**src/rtl/pipeline_pkg.sv**
```systemverilog
// Shared definitions for the five-stage pipeline: opcodes, ALU operation
// encodings and the packed control bundle carried from ID into EX.
package pipeline_pkg;

  localparam logic [5:0] OP_RTYPE = 6'b000000;
  localparam logic [5:0] OP_LW    = 6'b100011;
  localparam logic [5:0] OP_SW    = 6'b101011;
  localparam logic [5:0] OP_BEQ   = 6'b000100;
  localparam logic [5:0] OP_ADDI  = 6'b001000;

  localparam logic [1:0] ALU_OP_ADD   = 2'b00;
  localparam logic [1:0] ALU_OP_SUB   = 2'b01;
  localparam logic [1:0] ALU_OP_FUNCT = 2'b10;

  typedef struct packed {
    logic       reg_dst;
    logic       alu_src;
    logic       mem_read;
    logic       mem_write;
    logic       mem_to_reg;
    logic       reg_write;
    logic       branch;
    logic [1:0] alu_op;
  } ctrl_t;

  localparam ctrl_t CTRL_BUBBLE = '0;

endpackage

```
**src/rtl/control_decoder.sv**
```systemverilog
// Combinational main-control decoder: instruction opcode to control bundle.
// Unrecognised opcodes decode to an all-zero bundle so they flow as no-ops.
module control_decoder
  import pipeline_pkg::*;
(
  input  logic [5:0] opcode_i,
  output ctrl_t      ctrl_o
);

  always_comb begin
    ctrl_o = CTRL_BUBBLE;
    unique case (opcode_i)
      OP_RTYPE: begin
        ctrl_o.reg_dst   = 1'b1;
        ctrl_o.reg_write = 1'b1;
        ctrl_o.alu_op    = ALU_OP_FUNCT;
      end
      OP_LW: begin
        ctrl_o.alu_src    = 1'b1;
        ctrl_o.mem_read   = 1'b1;
        ctrl_o.mem_to_reg = 1'b1;
        ctrl_o.reg_write  = 1'b1;
        ctrl_o.alu_op     = ALU_OP_ADD;
      end
      OP_SW: begin
        ctrl_o.alu_src   = 1'b1;
        ctrl_o.mem_write = 1'b1;
        ctrl_o.alu_op    = ALU_OP_ADD;
      end
      OP_BEQ: begin
        ctrl_o.branch = 1'b1;
        ctrl_o.alu_op = ALU_OP_SUB;
      end
      OP_ADDI: begin
        ctrl_o.alu_src   = 1'b1;
        ctrl_o.reg_write = 1'b1;
        ctrl_o.alu_op    = ALU_OP_ADD;
      end
      default: ctrl_o = CTRL_BUBBLE;
    endcase
  end

endmodule

```
**src/rtl/id_ex_stage.sv**
```systemverilog
// Decode stage plus ID/EX pipeline register: register-file addressing,
// write-back bypass, load-use hazard detection and bubble insertion.
module id_ex_stage
  import pipeline_pkg::*;
#(
  parameter int unsigned DATA_W = 32,
  parameter int unsigned REG_AW = 5
) (
  input  logic              clk,
  input  logic              reset,
  input  logic [DATA_W-1:0] id_instr,
  input  logic [DATA_W-1:0] id_pc_plus4,
  input  logic              id_valid,
  output logic [REG_AW-1:0] read_addr_a,
  output logic [REG_AW-1:0] read_addr_b,
  input  logic [DATA_W-1:0] data_a,
  input  logic [DATA_W-1:0] data_b,
  input  logic              wb_reg_write,
  input  logic [REG_AW-1:0] wb_write_address,
  input  logic [DATA_W-1:0] wb_write_data,
  input  logic              flush,
  output logic              stall,
  output logic              ex_valid,
  output logic              ex_reg_dst,
  output logic              ex_alu_src,
  output logic              ex_mem_read,
  output logic              ex_mem_write,
  output logic              ex_mem_to_reg,
  output logic              ex_reg_write,
  output logic              ex_branch,
  output logic [1:0]        ex_alu_op,
  output logic [DATA_W-1:0] ex_data_a,
  output logic [DATA_W-1:0] ex_data_b,
  output logic [DATA_W-1:0] ex_imm,
  output logic [DATA_W-1:0] ex_pc_plus4,
  output logic [REG_AW-1:0] ex_rs,
  output logic [REG_AW-1:0] ex_rt,
  output logic [REG_AW-1:0] ex_rd
);

  logic [REG_AW-1:0] rs, rt, rd;
  logic [DATA_W-1:0] opnd_a, opnd_b, imm_ext;
  ctrl_t             dec_ctrl;

  logic              ex_valid_q, ex_valid_d;
  ctrl_t             ex_ctrl_q, ex_ctrl_d;
  logic [DATA_W-1:0] ex_data_a_q, ex_data_a_d;
  logic [DATA_W-1:0] ex_data_b_q, ex_data_b_d;
  logic [DATA_W-1:0] ex_imm_q, ex_imm_d;
  logic [DATA_W-1:0] ex_pc_plus4_q, ex_pc_plus4_d;
  logic [REG_AW-1:0] ex_rs_q, ex_rs_d;
  logic [REG_AW-1:0] ex_rt_q, ex_rt_d;
  logic [REG_AW-1:0] ex_rd_q, ex_rd_d;

  assign rs = id_instr[21 +: REG_AW];
  assign rt = id_instr[16 +: REG_AW];
  assign rd = id_instr[11 +: REG_AW];

  assign read_addr_a = rs;
  assign read_addr_b = rt;

  assign imm_ext = {{(DATA_W - 16){id_instr[15]}}, id_instr[15:0]};

  control_decoder u_control_decoder (
    .opcode_i (id_instr[31:26]),
    .ctrl_o   (dec_ctrl)
  );

  // Register 0 is hard-wired zero; otherwise a concurrent write-back wins over
  // the register file, which only commits that value at the end of this cycle.
  always_comb begin
    opnd_a = data_a;
    if (rs == '0) begin
      opnd_a = '0;
    end else if (wb_reg_write && (wb_write_address == rs)) begin
      opnd_a = wb_write_data;
    end
  end

  always_comb begin
    opnd_b = data_b;
    if (rt == '0) begin
      opnd_b = '0;
    end else if (wb_reg_write && (wb_write_address == rt)) begin
      opnd_b = wb_write_data;
    end
  end

  // A load in EX whose target is read by ID cannot be forwarded in time.
  assign stall = id_valid && ex_valid_q && ex_ctrl_q.mem_read && (ex_rt_q != '0) &&
                 ((ex_rt_q == rs) || (ex_rt_q == rt)) && !flush;

  always_comb begin
    ex_valid_d    = 1'b0;
    ex_ctrl_d     = CTRL_BUBBLE;
    ex_data_a_d   = '0;
    ex_data_b_d   = '0;
    ex_imm_d      = '0;
    ex_pc_plus4_d = '0;
    ex_rs_d       = '0;
    ex_rt_d       = '0;
    ex_rd_d       = '0;
    if (!flush && !stall) begin
      ex_valid_d    = id_valid;
      ex_ctrl_d     = id_valid ? dec_ctrl : CTRL_BUBBLE;
      ex_data_a_d   = opnd_a;
      ex_data_b_d   = opnd_b;
      ex_imm_d      = imm_ext;
      ex_pc_plus4_d = id_pc_plus4;
      ex_rs_d       = rs;
      ex_rt_d       = rt;
      ex_rd_d       = rd;
    end
  end

  always_ff @(posedge clk or posedge reset) begin
    if (reset) begin
      ex_valid_q    <= 1'b0;
      ex_ctrl_q     <= CTRL_BUBBLE;
      ex_data_a_q   <= '0;
      ex_data_b_q   <= '0;
      ex_imm_q      <= '0;
      ex_pc_plus4_q <= '0;
      ex_rs_q       <= '0;
      ex_rt_q       <= '0;
      ex_rd_q       <= '0;
    end else begin
      ex_valid_q    <= ex_valid_d;
      ex_ctrl_q     <= ex_ctrl_d;
      ex_data_a_q   <= ex_data_a_d;
      ex_data_b_q   <= ex_data_b_d;
      ex_imm_q      <= ex_imm_d;
      ex_pc_plus4_q <= ex_pc_plus4_d;
      ex_rs_q       <= ex_rs_d;
      ex_rt_q       <= ex_rt_d;
      ex_rd_q       <= ex_rd_d;
    end
  end

  assign ex_valid      = ex_valid_q;
  assign ex_reg_dst    = ex_ctrl_q.reg_dst;
  assign ex_alu_src    = ex_ctrl_q.alu_src;
  assign ex_mem_read   = ex_ctrl_q.mem_read;
  assign ex_mem_write  = ex_ctrl_q.mem_write;
  assign ex_mem_to_reg = ex_ctrl_q.mem_to_reg;
  assign ex_reg_write  = ex_ctrl_q.reg_write;
  assign ex_branch     = ex_ctrl_q.branch;
  assign ex_alu_op     = ex_ctrl_q.alu_op;
  assign ex_data_a     = ex_data_a_q;
  assign ex_data_b     = ex_data_b_q;
  assign ex_imm        = ex_imm_q;
  assign ex_pc_plus4   = ex_pc_plus4_q;
  assign ex_rs         = ex_rs_q;
  assign ex_rt         = ex_rt_q;
  assign ex_rd         = ex_rd_q;

endmodule
```
**config.mk**
```make
export PLATFORM = sky130hd
export DESIGN_NAME = id_ex_stage
export DESIGN_NICKNAME = d
export VERILOG_FILES = /design/src/rtl/pipeline_pkg.sv /design/src/rtl/control_decoder.sv /design/src/rtl/id_ex_stage.sv
export SDC_FILE = /design/constraint.sdc
export NUM_CORES = 1
export LEC_CHECK = 0
export BUFFER_PORTS_ARGS = -buffer_cell sky130_fd_sc_hd__buf_2
export CORE_AREA = 2 2 131 133
export CTS_CLUSTER_DIAMETER = 40
export DETAILED_ROUTE_END_ITERATION = 12
export DIE_AREA = 0 0 133 135
export PLACE_DENSITY_LB_ADDON = 0.2
export SLEW_MARGIN = 20
export SYNTH_ARGS = -nofsm -noshare
export SYNTH_HDL_FRONTEND = slang
export SYNTH_HIERARCHICAL = 1
export SYNTH_SLANG_ARGS = --single-unit
```
**constraint.sdc**
```tcl
create_clock -name clk -period 4.74 [get_ports clk]
set_clock_uncertainty 0.2 [all_clocks]
set_input_delay 0.237 -clock clk [delete_from_list [all_inputs] [get_ports clk]]
set_output_delay 0.237 -clock clk [all_outputs]
set_load 0.05 [all_outputs]
```
# Word level (Yosys, flattened, before mapping)
# Cells that the tools add are included.
# word_totals
ff_bits	153
input_bits	170
output_inout_bits	164
wordCells	62
# op_classes
eq_ne	8
muxes	21
n_reduce_logical	17
# ops
op	n
$mux W32	8
$eq A5 B5 Y1	4
$mux W9	2
$mux W5	3
$eq A6 B6 Y1 const B	2
$logic_not A5 Y1	2
$logic_and A1 B1 Y1	8
$mux W1	7
$eq A6 B3 Y1 const B	1
$eq A6 B4 Y1 const B	1
$logic_not A6 Y1	1
$reduce_or A3 Y1	2
$reduce_bool A5 Y1	1
$pmux W2 S2	1
$logic_not A1 Y1	2
$logic_or A1 B1 Y1	1

# Longest topological paths before layout
# depth
depth_word	8
mapped_depth	6
mapped_depth_nobuf	4

# Modules after synthesis
# The synthesis kept the hierarchy.
# modules_own_cells
mod	n_inst	cells_per_inst	area_per_inst_um2
id_ex_stage	1	604	6565.0
control_decoder	1	13	101.3

# Least setup slack after synthesis
# Ideal clock, no wire load.
# synth_path
path_kind	register to output
start	register ex_rt_q[4] (netlist: ex_rt[4])
end	output port stall
t_arrival_ns	1.912
required_time_ns	4.303
setup_slack_ns	2.391
stages_incl_launch_ff	6
n_path_buf	1
cell_sequence	dfrtp_1 xnor2_1 nand3_1 o22ai_2 buf_2 and3b_1
# synth_between
elab_chain_len	4
word_cells_on_any_way	7
classes_between	eq/ne: 2; reduce/logical: 5
# synth_lines
item	line	source
start, declared	id_ex_stage.sv:52	logic [REG_AW-1:0] ex_rt_q, ex_rt_d;
start signal, assigned	id_ex_stage.sv:135	ex_rt_q <= ex_rt_d;
$eq A5 B5 Y1 or $reduce_bool A5 Y1 (tied branches)	id_ex_stage.sv:91, id_ex_stage.sv:90	
$logic_or A1 B1 Y1 or $logic_and A1 B1 Y1 (tied branches)	id_ex_stage.sv:91, id_ex_stage.sv:90	
$logic_and A1 B1 Y1 *	id_ex_stage.sv:90	assign stall = id_valid && ex_valid_q && ex_ctrl_q.mem_read && (ex_rt_q != '0) &&
$logic_and A1 B1 Y1 *	id_ex_stage.sv:91	((ex_rt_q == rs) || (ex_rt_q == rt)) && !flush;
end, declared	id_ex_stage.sv:22	output logic stall,
# Mark *: on every way between the ends. The rest lies on a longest branch, timed or not.

# Final worst setup path
# layout_path
start	input port id_instr[17]
end	register ex_data_b_q[8] (netlist: ex_data_b[8])
# layout_between
elab_chain_len	7
word_cells_on_any_way	12
classes_between	eq/ne: 2; mux: 3; reduce/logical: 7
# layout_lines
item	line	source
start, declared	id_ex_stage.sv:11	input logic [DATA_W-1:0] id_instr,
$eq A5 B5 Y1	id_ex_stage.sv:91	
$logic_or A1 B1 Y1	id_ex_stage.sv:91	
$logic_and A1 B1 Y1	id_ex_stage.sv:90	
$logic_and A1 B1 Y1	id_ex_stage.sv:91	
$logic_not A1 Y1	id_ex_stage.sv:103	if (!flush && !stall) begin
$logic_and A1 B1 Y1	id_ex_stage.sv:103	
$mux W32 *	id_ex_stage.sv:103	
via ex_data_b_d[8]	id_ex_stage.sv:48	logic [DATA_W-1:0] ex_data_b_q, ex_data_b_d;
end signal, assigned	id_ex_stage.sv:131	ex_data_b_q <= ex_data_b_d;
end, declared	id_ex_stage.sv:48	
# Mark *: on every way through the listed nets, which the timed path passes. The rest lies on a longest branch.

==> impl_metrics.ini <==
[status]
outcome = complete, no violations

[route]
drtAntennaViolNets = 0
dr.pass1.iters = 4
vias = 6724
drtIter0Drc = 431
drc = 0
drt-total-wl_mm = 23.8
vias_per_cell = 5.24
wl_per_cell_um = 18.6

[synthesis]
synth_compound_area_frac = 0.273
ys.flop_type = dfrtp_1
synth_top_area_cell = dfrtp_1
syn_avg_cell_area_um2 = 10.8
synth.area.top_cells = dfrtp_1 (50%), a221oi_2 (14%), a211oi_1 (7.7%)
synth_edf_count = 0
synth_mux_area_frac = 0
synth-simple-area-share = 0.0745
synth_top_area_frac = 0.495
synth_top_family_by_area = compound AO/OA/AOI/OAI gates
post_synth_inst_count = 617
syn_nets = 787
synthAdderAreaFrac = 0
yosysMostFrequentCell = dfrtp_1
seq_area_frac_synth = 0.495
synth.distinct_cells = 32
synth-xor-area-share = 0.0263
synth-seq-cells = 132
synth_common_cells = dfrtp_1 (132), a211oi_1 (68), nand3_1 (68)
syn-cell-area_um2 = 6670
async_flop_share = 1.00
yosysWarningCount = 6

[worst_setup_path]
path_class = primary input to flip-flop
rrSetupSlack_ns = 1.92
r2r_start = ex_rt[3]$_DFF_PP0_
crit_fanout = 32
endpoint_kind = flip-flop
slowest_stage = nand2_1
ff2ff_path_depth = 5
r2r-end = ex_data_b[0]$_DFF_PP0_
path_common_cell = dlygate4sd3_1
cp_num_buf_inv = 3
startpoint_type = primary input
worstPathCellList = dlygate4sd3_1 -> buf_2 -> xnor2_1 -> nand2_1 -> o21ai_0 -> a221oi_2 -> dlygate4sd3_1
critPathRequiredTime_ns = 4.84
arrival_ns = 3.11
critPathTopFamily = buffers and inverters
worst_path_largest_cell_delay_ns = 0.67

[floorplan]
core-area_um2 = 16400
die_w_um = 133
rows = 47
ios = 334
die_h_um = 135
fp.dieArea_um2 = 18000
start_util = 0.406

[final_layout]
diodes = 0
final_net_count = 1219
utilization = 0.637
nFillCells = 1284
multiInputGateArea_um2 = 2530
regArea_um2 = 3300
drive_above_1_share = 0.416
synthToLayoutAreaGrowth_pct = 56.8

[worst_hold_path]
holdPathStages = 5
hp-class = primary input to flip-flop
worstHoldStart = id_instr[31]
min_to = ex_mem_write$_DFF_PP0_

[pwr]
power.density_nw_per_um2 = 321
vdd_drop_max_mv = 0.237
p_leak_nw = 5.11

[timing]
post-route-min-period_ns = 3.01
fmax_mhz = 332
rsz0062_at_grt = false
tightest_slew_ns = 1.13
tns_ns = 0
hold_viol_final = 0
slew_violations = 0
finalSetupViolations = 0
slew_headroom = 0.247
hold-worst-slack_ns = 0.0496
fin_crit_sh = 0.635

[clocking]
postCtsHoldBufs = 170
htreeDepth = 4
insertion_delay_ns = 0.41
clk_pin_slew_ns = 0.06
ctsResizeCount = 0
cts_sinks = 132
cts_inserted_buffers = 17
cts_tree = done
cts-root-buf = clkbuf_16
ctsLongestPathBuffers = 2
cts_setup_buffers = 0

[placed_design]
dp_hpwl_mm = 14.6
port-buffer-count = 333
place.gp.congestion = 0.791

[grt]
track_usage = 0.268
grt_pass1_vias = 6915
overflow = 0
grt_pass1_wl_mm = 37.3
grt_max_degree = 96
antenna_found_initial = 1

[job]
maxCapViolCount = 0
-- per-stage QoR --
stage               worst slack (ns)  instances  total power [mW]  cell area [um2]
finish                          1.73       1282              3.35            10500
global route                    1.60       1282              3.48            10500
CTS                             1.84       1282              3.36            10400
detailed placement              2.43       1080              1.91             8130
global placement                2.46       1080              1.91             8130
floorplan                      0.777        617              1.71             6670
-- cells in the final DEF (no fill, tap or decap), types with 3 or more instances in the layout --
cell type      synthesis  layout
buf_2                 28     333
nand2_1                5       5
clkinv_4               0       3
a211oi_1              68      68
inv_1                 67      66
clkinv_2               0       3
nand3_1               68      68
clkbuf_16              0      17
buf_4                 46      11
a221oi_1               4       4
o21ai_0               64      64
xnor2_1               20      20
nor3_1                 3       3
a221oi_2              60      60
bufinv_16              0       3
dfrtp_1              132     132
nor4_1                 3       3
dlygate4sd3_1          0     170
-- tightest hold or removal path: stages --
cell and delay, ns:
buf_2 0.11, nand3_1 0.12, nor4b_1 0.07, inv_1 0.05, a211oi_1 0.03
-- where the power goes --
group / switching, mW / internal (mW) / total [mW] / leakage (nW)
Sequential: 0.0204 / 1.18 / 1.21 / 1.71
Clock: 0.501 / 0.842 / 1.34 / 0.290
Combinational: 0.536 / 0.267 / 0.803 / 3.10
Total: 1.06 / 2.29 / 3.35 / 5.11
-- kinds of logic (layout without fill, tap and decap cells) --
group / count (synthesis) / in the layout
AO/OA/AOI/OAI: 202 / 202
AND/OR/NAND/NOR: 93 / 93
XOR/XNOR: 20 / 20
flip-flops: 132 / 132
buffers and inverters: 170 / 615
-- worst max path at each step --
stage                             from                      end  slack [ns]  cells past startpoint
CTS                       id_instr[21]  ex_data_a[10]$_DFF_PP0_        1.84                      7
finish                    id_instr[17]   ex_data_b[8]$_DFF_PP0_        1.73                      7
global route              id_instr[17]  ex_data_b[24]$_DFF_PP0_        1.60                      7
global placement    ex_rt[0]$_DFF_PP0_                    stall        2.46                      5
floorplan                        reset   ex_alu_op[0]$_DFF_PP0_        0.78                      1
detailed placement  ex_rt[0]$_DFF_PP0_                    stall        2.43                      5
-- metal layers --
metal / global-route usage / part of all wire
met5: 0 / 0.00071
met4: 0.130 / 0.033
met3: 0.0807 / 0.086
met2: 0.444 / 0.48
met1: 0.320 / 0.40
-- cell type report --
type,count,share of cell area
inverters,67,0.0245
well taps,220,0.0263
multi-input cells,315,0.242
clock inverters,12,0.0148
clock buffers,20,0.0427
flip-flops and latches,132,0.316
repair buffers,516,0.334
Note: power is estimated with default switching activity, not from simulation.
